### config.mk
export PLATFORM = sky130hd
export DESIGN_NAME = hub75_scan_driver
export DESIGN_NICKNAME = d
export VERILOG_FILES = /design/src/rtl/hub75_pkg.sv /design/src/rtl/hub75_sclk_gen.sv /design/src/rtl/hub75_scan_driver.sv
export SDC_FILE = /design/constraint.sdc
export NUM_CORES = 1
export LEC_CHECK = 0
export CORE_MARGIN = 2
export CORE_UTILIZATION = 48
export CTS_CLUSTER_SIZE = 24
export DETAILED_ROUTE_END_ITERATION = 8
export DONT_BUFFER_PORTS = 1
export PLACE_DENSITY = 0.65
export SETUP_SLACK_MARGIN = 0.15
export SYNTH_ARGS = -nofsm -noshare
export SYNTH_HDL_FRONTEND = slang
export SYNTH_HIERARCHICAL = 1
export SYNTH_SLANG_ARGS = --single-unit
export TNS_END_PERCENT = 10
### constraint.sdc
create_clock -name clk -period 2.6 [get_ports clk]
set_input_delay 0.26 -clock clk [delete_from_list [all_inputs] [get_ports clk]]
set_output_delay 0.26 -clock clk [all_outputs]
set_load 0.03 [all_outputs]
### src/rtl/hub75_pkg.sv
// hub75_pkg: shared types, constants and width helper for the HUB75 scan driver
package hub75_pkg;
  typedef enum logic [2:0] {IDLE, SHIFT, BLANK, LATCH, DISPLAY} state_t;
  localparam int RGB_W = 6;
  function automatic int col_w(input int cols);
    return cols > 1 ? $clog2(cols) : 1;
  endfunction
endpackage

### src/rtl/hub75_sclk_gen.sv
// hub75_sclk_gen: CLK_DIV shift-clock divider with capture strobe and column count
// ports: clk, rst_n (async active-low), run (hold in reset when low),
//        sclk (low CLK_DIV cycles then high CLK_DIV cycles per column),
//        load (second low cycle of a column), done (last cycle of last column),
//        col (current column index)
module hub75_sclk_gen import hub75_pkg::*; #(
  parameter int COLS = 32,
  parameter int CLK_DIV = 2,
  localparam int CW = col_w(COLS)
) (
  input  logic          clk,
  input  logic          rst_n,
  input  logic          run,
  output logic          sclk,
  output logic          load,
  output logic          done,
  output logic [CW-1:0] col
);
  localparam int PW = $clog2(2 * CLK_DIV);
  logic [PW-1:0] ph;
  logic wrap;
  assign wrap = ph == PW'(2 * CLK_DIV - 1);
  always_ff @(posedge clk or negedge rst_n)
    if (!rst_n) begin
      ph  <= '0;
      col <= '0;
    end else if (!run) begin
      ph  <= '0;
      col <= '0;
    end else begin
      ph <= wrap ? '0 : ph + 1'b1;
      if (wrap) col <= col + 1'b1;
    end
  assign sclk = run && ph >= PW'(CLK_DIV);
  assign load = run && ph == PW'(1);
  assign done = run && wrap && &col;
endmodule

### src/rtl/hub75_scan_driver.sv
// hub75_scan_driver: autonomous HUB75 scan engine (shift, blank, latch, display per row)
// ports: clk, rst_n (async active-low), enable, pix_addr {row,col} / pix_data (1-cycle read),
//        rgb, sclk, lat, oe_n, addr (panel pins), frame_done (pulse on last display cycle of frame)
// HUB75_BCM_EN: binary code modulation, BIT_DEPTH planes per row, plane b displayed ON_TIME<<b
module hub75_scan_driver import hub75_pkg::*; #(
  parameter int COLS = 32,
  parameter int ROW_ADDR_W = 4,
  parameter int CLK_DIV = 2,
  parameter int ON_TIME = 64,
  parameter int BIT_DEPTH = 4,
`ifdef HUB75_BCM_EN
  localparam int NPL = BIT_DEPTH,
`else
  localparam int NPL = 1 + 0 * BIT_DEPTH,
`endif
  localparam int CW = col_w(COLS)
) (
  input  logic                     clk,
  input  logic                     rst_n,
  input  logic                     enable,
  output logic [ROW_ADDR_W+CW-1:0] pix_addr,
  input  logic [RGB_W*NPL-1:0]     pix_data,
  output logic [RGB_W-1:0]         rgb,
  output logic                     sclk,
  output logic                     lat,
  output logic                     oe_n,
  output logic [ROW_ADDR_W-1:0]    addr,
  output logic                     frame_done
);
  localparam int PLW = NPL > 1 ? $clog2(NPL) : 1;
  localparam int TW = $clog2((ON_TIME << (NPL - 1)) + CLK_DIV) + 1;
  state_t state, nxt;
  logic [TW-1:0] cnt, on_len;
  logic [ROW_ADDR_W-1:0] row;
  logic [PLW-1:0] pl;
  logic [CW-1:0] col;
  logic load, done, last_pl, last_disp;
  hub75_sclk_gen #(.COLS(COLS), .CLK_DIV(CLK_DIV)) u_sclk (
    .clk(clk), .rst_n(rst_n), .run(state == SHIFT),
    .sclk(sclk), .load(load), .done(done), .col(col)
  );
  assign on_len = TW'(ON_TIME) << pl;
  assign last_pl = pl == PLW'(NPL - 1);
  assign last_disp = state == DISPLAY && cnt == on_len - 1'b1;
  always_ff @(posedge clk or negedge rst_n)
    if (!rst_n) state <= IDLE;
    else state <= nxt;
  always_comb begin
    nxt = state == IDLE  ? (enable ? SHIFT : IDLE) :
          state == SHIFT ? (done ? BLANK : SHIFT) :
          state == BLANK ? LATCH :
          state == LATCH ? (cnt == TW'(CLK_DIV - 1) ? DISPLAY : LATCH) :
          last_disp ? (enable ? SHIFT : IDLE) : DISPLAY;
    lat = state == LATCH;
    oe_n = state != DISPLAY;
    frame_done = last_disp && last_pl && &row;
    pix_addr = {row, col};
  end
  // cnt restarts on every state change, so it measures time spent in LATCH/DISPLAY
  always_ff @(posedge clk or negedge rst_n)
    if (!rst_n) begin
      cnt  <= '0;
      row  <= '0;
      pl   <= '0;
      addr <= '0;
      rgb  <= '0;
    end else begin
      cnt <= nxt != state ? '0 : cnt + 1'b1;
      if (load) rgb <= pix_data[RGB_W*pl +: RGB_W];
      if (state == BLANK) addr <= row;
      if (last_disp) begin
        pl <= last_pl ? '0 : pl + 1'b1;
        if (last_pl) row <= row + 1'b1;
      end
    end
endmodule

Yosys cells after proc, flatten, opt, wreduce, memory -nomap -nowiden
Cells that the tools add are included.
{ "totals": {"romBits": 0, "input_bits": 9, "memories": 0, "latchBits": 0, "ramBits": 0, "elab_cells": 55, "output_inout_bits": 23, "ff_bits": 33} }
{ "classes": {"bitwise_logic": 1, "shift": 2, "eq_ne": 11, "n_mul": 1, "addsub": 6, "mux": 14, "div_mod_pow": 0, "order_cmp": 1, "n_reduce_logical": 11} }
{ "ops": {"columns": ["op", "n"], "rows": [
  ["two-way mux 3 bit", 6],
  ["two-way mux 5 bit", 2],
  ["adder 8 x 1 -> 8 bit (second input constant)", 1],
  ["equality test 8 x 1 -> 1 bit (second input constant)", 1],
  ["equality test 8 bit", 1],
  ["two-way mux 8 bit", 1],
  ["left shift 7 x 1 -> 8 bit (first input constant)", 1],
  ["subtractor 8 x 1 -> 8 bit (second input constant)", 1],
  ["logical AND 1 bit", 7],
  ["equality test 3 x 2 -> 1 bit (second input constant)", 2],
  ["two-way mux 2 bit", 3],
  ["variable part select 6 x 5 -> 6 bit", 1],
  ["adder 5 x 1 -> 5 bit (second input constant)", 1],
  ["AND reduction 5 bit", 1],
  ["adder 4 x 1 -> 4 bit (second input constant)", 1],
  ["AND reduction 4 bit", 1],
  ["equality test 3 x 1 -> 1 bit (second input constant)", 1],
  ["equality test 3 bit (second input constant)", 1],
  ["zero test 3 bit", 1],
  ["multiplier 2 x 1 -> 3 bit (first input constant)", 1],
  ["!= test 3 bit", 1],
  ["!= test 3 bit (second input constant)", 1],
  ["adder 2 x 1 -> 2 bit (second input constant)", 1],
  ["equality test 2 x 1 -> 1 bit (second input constant)", 1],
  ["7 further kinds", 8]
]} }

Logic depth before layout (Yosys ltp)
{ "depth": {"ltp_word": 11, "mapped_depth": 8, "ltp_nobuf": 8} }

Hierarchy
The synthesis kept the hierarchy.
{ "modules_own_cells": {"columns": ["mod", "n_inst", "seq_area_each_um2", "area_per_inst_um2", "cells_each"], "rows": [
  ["hub75_scan_driver", 1, 625.6, 1227.4, 97],
  ["hub75_sclk_gen", 1, 175.2, 381.6, 33]
]} }

Worst setup path after synthesis
OpenSTA, ideal clock, no wires.
{ "synth_timing": {"path_kind": "reg2reg", "start": "register u_sclk.col[0]", "end": "register cnt[6]", "path_buffers": 0, "period_less_slack_ns": 2.310, "setup_ns": 0.096, "path_slack_ns": 0.290, "arrival_time_ns": 2.214, "required_ns": 2.504, "stages_incl_launch_ff": 9, "cell_sequence": "dfrtp_1 > ha_1 > and3_1 > ha_1 > and3_2 > nand2b_1 > a31oi_1 > nand3_1 > a211oi_1"} }
{ "synth_via": {"elab_chain_cells": 7} }
{ "synth_rtl": {"columns": ["element", "line_no", "rtl"], "rows": [
  ["start, declared", "hub75_sclk_gen.sv:17", "output logic [CW-1:0] col"],
  ["start signal, assigned", "hub75_sclk_gen.sv:32", "if (wrap) col <= col + 1'b1;"],
  ["AND reduction 5 bit", "hub75_sclk_gen.sv:36", "assign done = run && wrap && &col;"],
  ["logical AND 1 bit", "hub75_sclk_gen.sv:36", null],
  ["named net done", "hub75_scan_driver.sv:37", "logic load, done, last_pl, last_disp;"],
  ["two-way mux 2 bit", "hub75_scan_driver.sv:50", "state == SHIFT ? (done ? BLANK : SHIFT) :"],
  ["two-way mux 3 bit", "hub75_scan_driver.sv:50", null],
  ["two-way mux 3 bit", "hub75_scan_driver.sv:49", "nxt = state == IDLE ? (enable ? SHIFT : IDLE) :"],
  ["!= test 3 bit", "hub75_scan_driver.sv:68", "cnt <= nxt != state ? '0 : cnt + 1'b1;"],
  ["two-way mux 8 bit", "hub75_scan_driver.sv:68", null],
  ["end signal, assigned", "hub75_scan_driver.sv:68", null],
  ["end, declared", "hub75_scan_driver.sv:33", "logic [TW-1:0] cnt, on_len;"]
]} }
The timed path passes the listed nets, and every way through them passes these cells.
A chain may end at the register's enable or synchronous reset.

Worst setup path in the final report
{ "layout_timing": {"start": "register state[0]", "end": "output frame_done"} }
{ "layout_via": {"elab_chain_cells": 4} }
{ "layout_rtl": {"columns": ["element", "line_no", "rtl"], "rows": [
  ["start, declared", "hub75_scan_driver.sv:32", "state_t state, nxt;"],
  ["start signal, assigned", "hub75_scan_driver.sv:47", "else state <= nxt;"],
  ["equality test 3 bit", "hub75_scan_driver.sv:44", "assign last_disp = state == DISPLAY && cnt == on_len - 1'b1;"],
  ["logical AND 1 bit", "hub75_scan_driver.sv:44", null],
  ["logical AND 1 bit (2 in series)", "hub75_scan_driver.sv:56", "frame_done = last_disp && last_pl && &row;"],
  ["end, declared", "hub75_scan_driver.sv:28", "output logic frame_done"]
]} }
No other way between the ends.

==> results.yml <==
outcome:
  status: "complete, no violations"
yosys:
  synth_most_common_cell: "dfrtp_1"
  ys_seq_area_frac: 0.4977
  ys_types: 40
  netlist.area_leader.share: 0.4977
  ys_seq_elements: 32
  yosysWarnings: 6
  synth_edf_count: 0
  synth_area_leaders: "dfrtp_1 50%, mux2_2 7.7%, ha_1 5.4%"
  async_flop_share: 1.000
  synthCells: 130
  avgSynthCellArea_um2: 12.38
  synth_nets: 146
  synth_ff_type: "dfrtp_1"
  synth_top_cell_by_area: "dfrtp_1"
  synth_area_um2: 1609
  yosys-top-cells-count: "32 x dfrtp_1, 11 x mux2_2, 8 x a211oi_1"
pwr:
  vdd_drop_max_mv: 0.4615
  power_density_nw_per_um2: 876.4
  power.net_switching_w: 0.0006138
  pwr-share-clk: 0.162
  sw_frac_of_total: 0.3990
  combPwrFrac: 0.307
  p_int_w: 0.0009246
  power_frac_seq: 0.530
  leakagePower_nw: 0.8218
timing:
  relSlewSlack: 0.3984
  fin_ws_ps: 272.5
  tns_ps: 0
  tightest_slew_ps: 892.9
  setup_viol: 0
  period_minus_slack_ps: 2328
  finalHoldViolCount: 0
  max_freq_mhz: 429.6
  fin_crit_sh: 0.8952
  skew_ps: 5.564
  rsz0062_at_grt: "yes"
  drv_slew: 0
clock_tree:
  clock_latency_ps: 320
  cts_sinks: 32
  cts_tree: "yes"
  ctsLongestPathBuffers: 2
  root_buffer: "clkbuf_4"
  htree_levels: 2
  post_cts_buffers: 0
  numCtsBuffers: 5
  clkTransAtPathRegs_ps: 90
die:
  rows: 21
  io_pins: 32
  coreArea_um2: 3284
  die_y_um: 61.90
  die_w_um: 61.90
  design.die.area_um2: 3831
  initial_core_util: 0.4899
global_routing:
  grt_busiest_layer: "met2"
  grt_pass1_vias: 966
  globalRoute.totalOverflow: 0
  grt_first_pass_wirelength_mm: 4.457
  grt_util_met2: 0.2361
  track_usage: 0.1670
  grt_max_degree: 33
  use_met3: 0.08282
  use_met1: 0.2160
  antenna_found_initial: 0
placement:
  detailedPlace.worstSlack_ps: 250.4
  gp_congestion: 0.7977
  port-buffer-count: 0
  dp_hpwl_mm: 2.092
detailed_routing:
  routedWlPerCell_um: 15.61
  drt-total-wl_mm: 2.903
  vias: 1023
  drc: 0
  ant_nets: 0
  viasPerCell: 5.500
  drtPass1Iterations: 4
  drt_iter0_markers: 59
setup_path:
  reg2reg_from: "u_sclk/col[0]$_DFFE_PN0P_"
  reg2reg_depth: 8
  critPathCaptureType: "primary output"
  worstPathRequired_ps: 2340
  startpoint_type: "register"
  arrival_ps: 2070
  r2r-end: "cnt[1]$_DFF_PN0_"
  worstSetupPathType: "register to primary output"
  crit_fanout: 12
  rrSetupSlack_ps: 310
worst_hold_path:
  holdCritStartpoint: "enable"
  hold_path_class: "primary input to register"
  hold_depth: 1
  min_to: "state[0]$_DFF_PN0_"
finish:
  nNetsFinal: 156
  layout-drive-gt1-share: 0.2643
  syn2layout_area_growth_pct: 9.098
  diodes: 0
  nFillCells: 294
run:
  drv_cap: 0
## worst max-delay path, cell delays in order, from the launching register on
cell and delay, ps:
dfrtp_2 490, or3b_4 490, and4bb_2 400, and4_2 360
## cell usage in the layout, fill, tap and decap left out, drive strengths merged, types with 2 or more instances in the layout
master | netlist | final
nor2 | 6 | 6
and4 | 2 | 2
dfrtp | 32 | 32
clkbuf | 1 | 6
buf | 3 | 6
inv | 6 | 6
nand3 | 5 | 5
ha | 7 | 7
o21ai | 2 | 2
nand2b | 2 | 2
nand4 | 3 | 3
nor3 | 2 | 2
and3 | 6 | 6
a21oi | 3 | 3
and4bb | 2 | 2
xor2 | 6 | 6
xnor2 | 4 | 4
mux2 | 11 | 11
nand2 | 3 | 3
mux2i | 3 | 3
a211oi | 8 | 8
## through the flow
| step | utilization | hold WS [ps] | total power [W] | cell area [µm²] | cells |
|---|---|---|---|---|---|
| after floorplan | - | -35.59 | 0.001180 | 1609 | 130 |
| after global placement | 0.5086 | -34.69 | 0.001253 | 1670 | 177 |
| after detailed placement | 0.5086 | -34.62 | 0.001289 | 1670 | 177 |
| after CTS | 0.5326 | 53.16 | 0.001563 | 1749 | 186 |
| after global routing | 0.5345 | 36.87 | 0.001646 | 1755 | 186 |
| final | 0.5345 | 72.58 | 0.001538 | 1755 | 186 |
## power by group through the flow
stage | Combinational (W) | Clock [W] | Sequential [W]
after floorplan | 0.000321 | 0 | 0.000859
after global placement | 0.000436 | 0 | 0.000818
after detailed placement | 0.000464 | 0 | 0.000825
after CTS | 0.000481 | 0.000266 | 0.000816
after global routing | 0.000519 | 0.000288 | 0.000838
final | 0.000473 | 0.000250 | 0.000816
## final cells by class
| class | count | area (µm²) | share of cell area |
|---|---|---|---|
| flip-flops and latches | 32 | 802.0 | 0.4569 |
| well taps | 46 | 57.56 | 0.03279 |
| clock buffers | 6 | 41.29 | 0.02352 |
| clock inverters | 1 | 5.005 | 0.002851 |
| repair buffers | 7 | 67.56 | 0.03849 |
| multi-input cells | 88 | 759.5 | 0.4326 |
| inverters | 6 | 22.52 | 0.01283 |
## repair_timing
item,CTS,global route
hold buffers,2,0
endpoints found under the hold margin,32,0
endpoints found under the setup margin,1,9
gates resized for setup,1,3
## how the worst max path moves through the flow
| stage | start | end | slack (ps) | depth (start not counted) |
|---|---|---|---|---|
| finish | state[0]$_DFF_PN0_ | frame_done | 270 | 3 |
| CTS | state[0]$_DFF_PN0_ | frame_done | 200 | 3 |
| global placement | u_sclk/col[0]$_DFFE_PN0P_ | cnt[0]$_DFF_PN0_ | 360 | 8 |
| floorplan | u_sclk/col[0]$_DFFE_PN0P_ | cnt[6]$_DFF_PN0_ | 290 | 8 |
| global route | u_sclk/col[0]$_DFFE_PN0P_ | cnt[1]$_DFF_PN0_ | 140 | 8 |
| detailed placement | u_sclk/col[0]$_DFFE_PN0P_ | cnt[1]$_DFF_PN0_ | 250 | 8 |
## flip-flops by register name, summed over array words and instances, names as in the netlist
name	flops
addr	4
cnt	8
rgb	6
row	4
state	3
u_sclk/col	5
u_sclk/ph	2
## metal layers
metal	vias to the layer above	share of wire
li1	489	-
met2	20	0.48
met1	509	0.44
met3	5	0.058
met5	-	0
met4	0	0.018
## cell families after synthesis
| group | Yosys count | share of synthesized area |
|---|---|---|
| AND/OR/NAND/NOR | 38 | 0.1703 |
| flip-flops | 32 | 0.4977 |
| AO/OA/AOI/OAI | 19 | 0.09254 |
| multiplexers | 14 | 0.09565 |
| XOR/XNOR | 10 | 0.05443 |
| buffers and inverters | 10 | 0.03499 |
| adder cells (fa/ha/maj) | 7 | 0.05443 |
(Power assumes the default switching activity.)
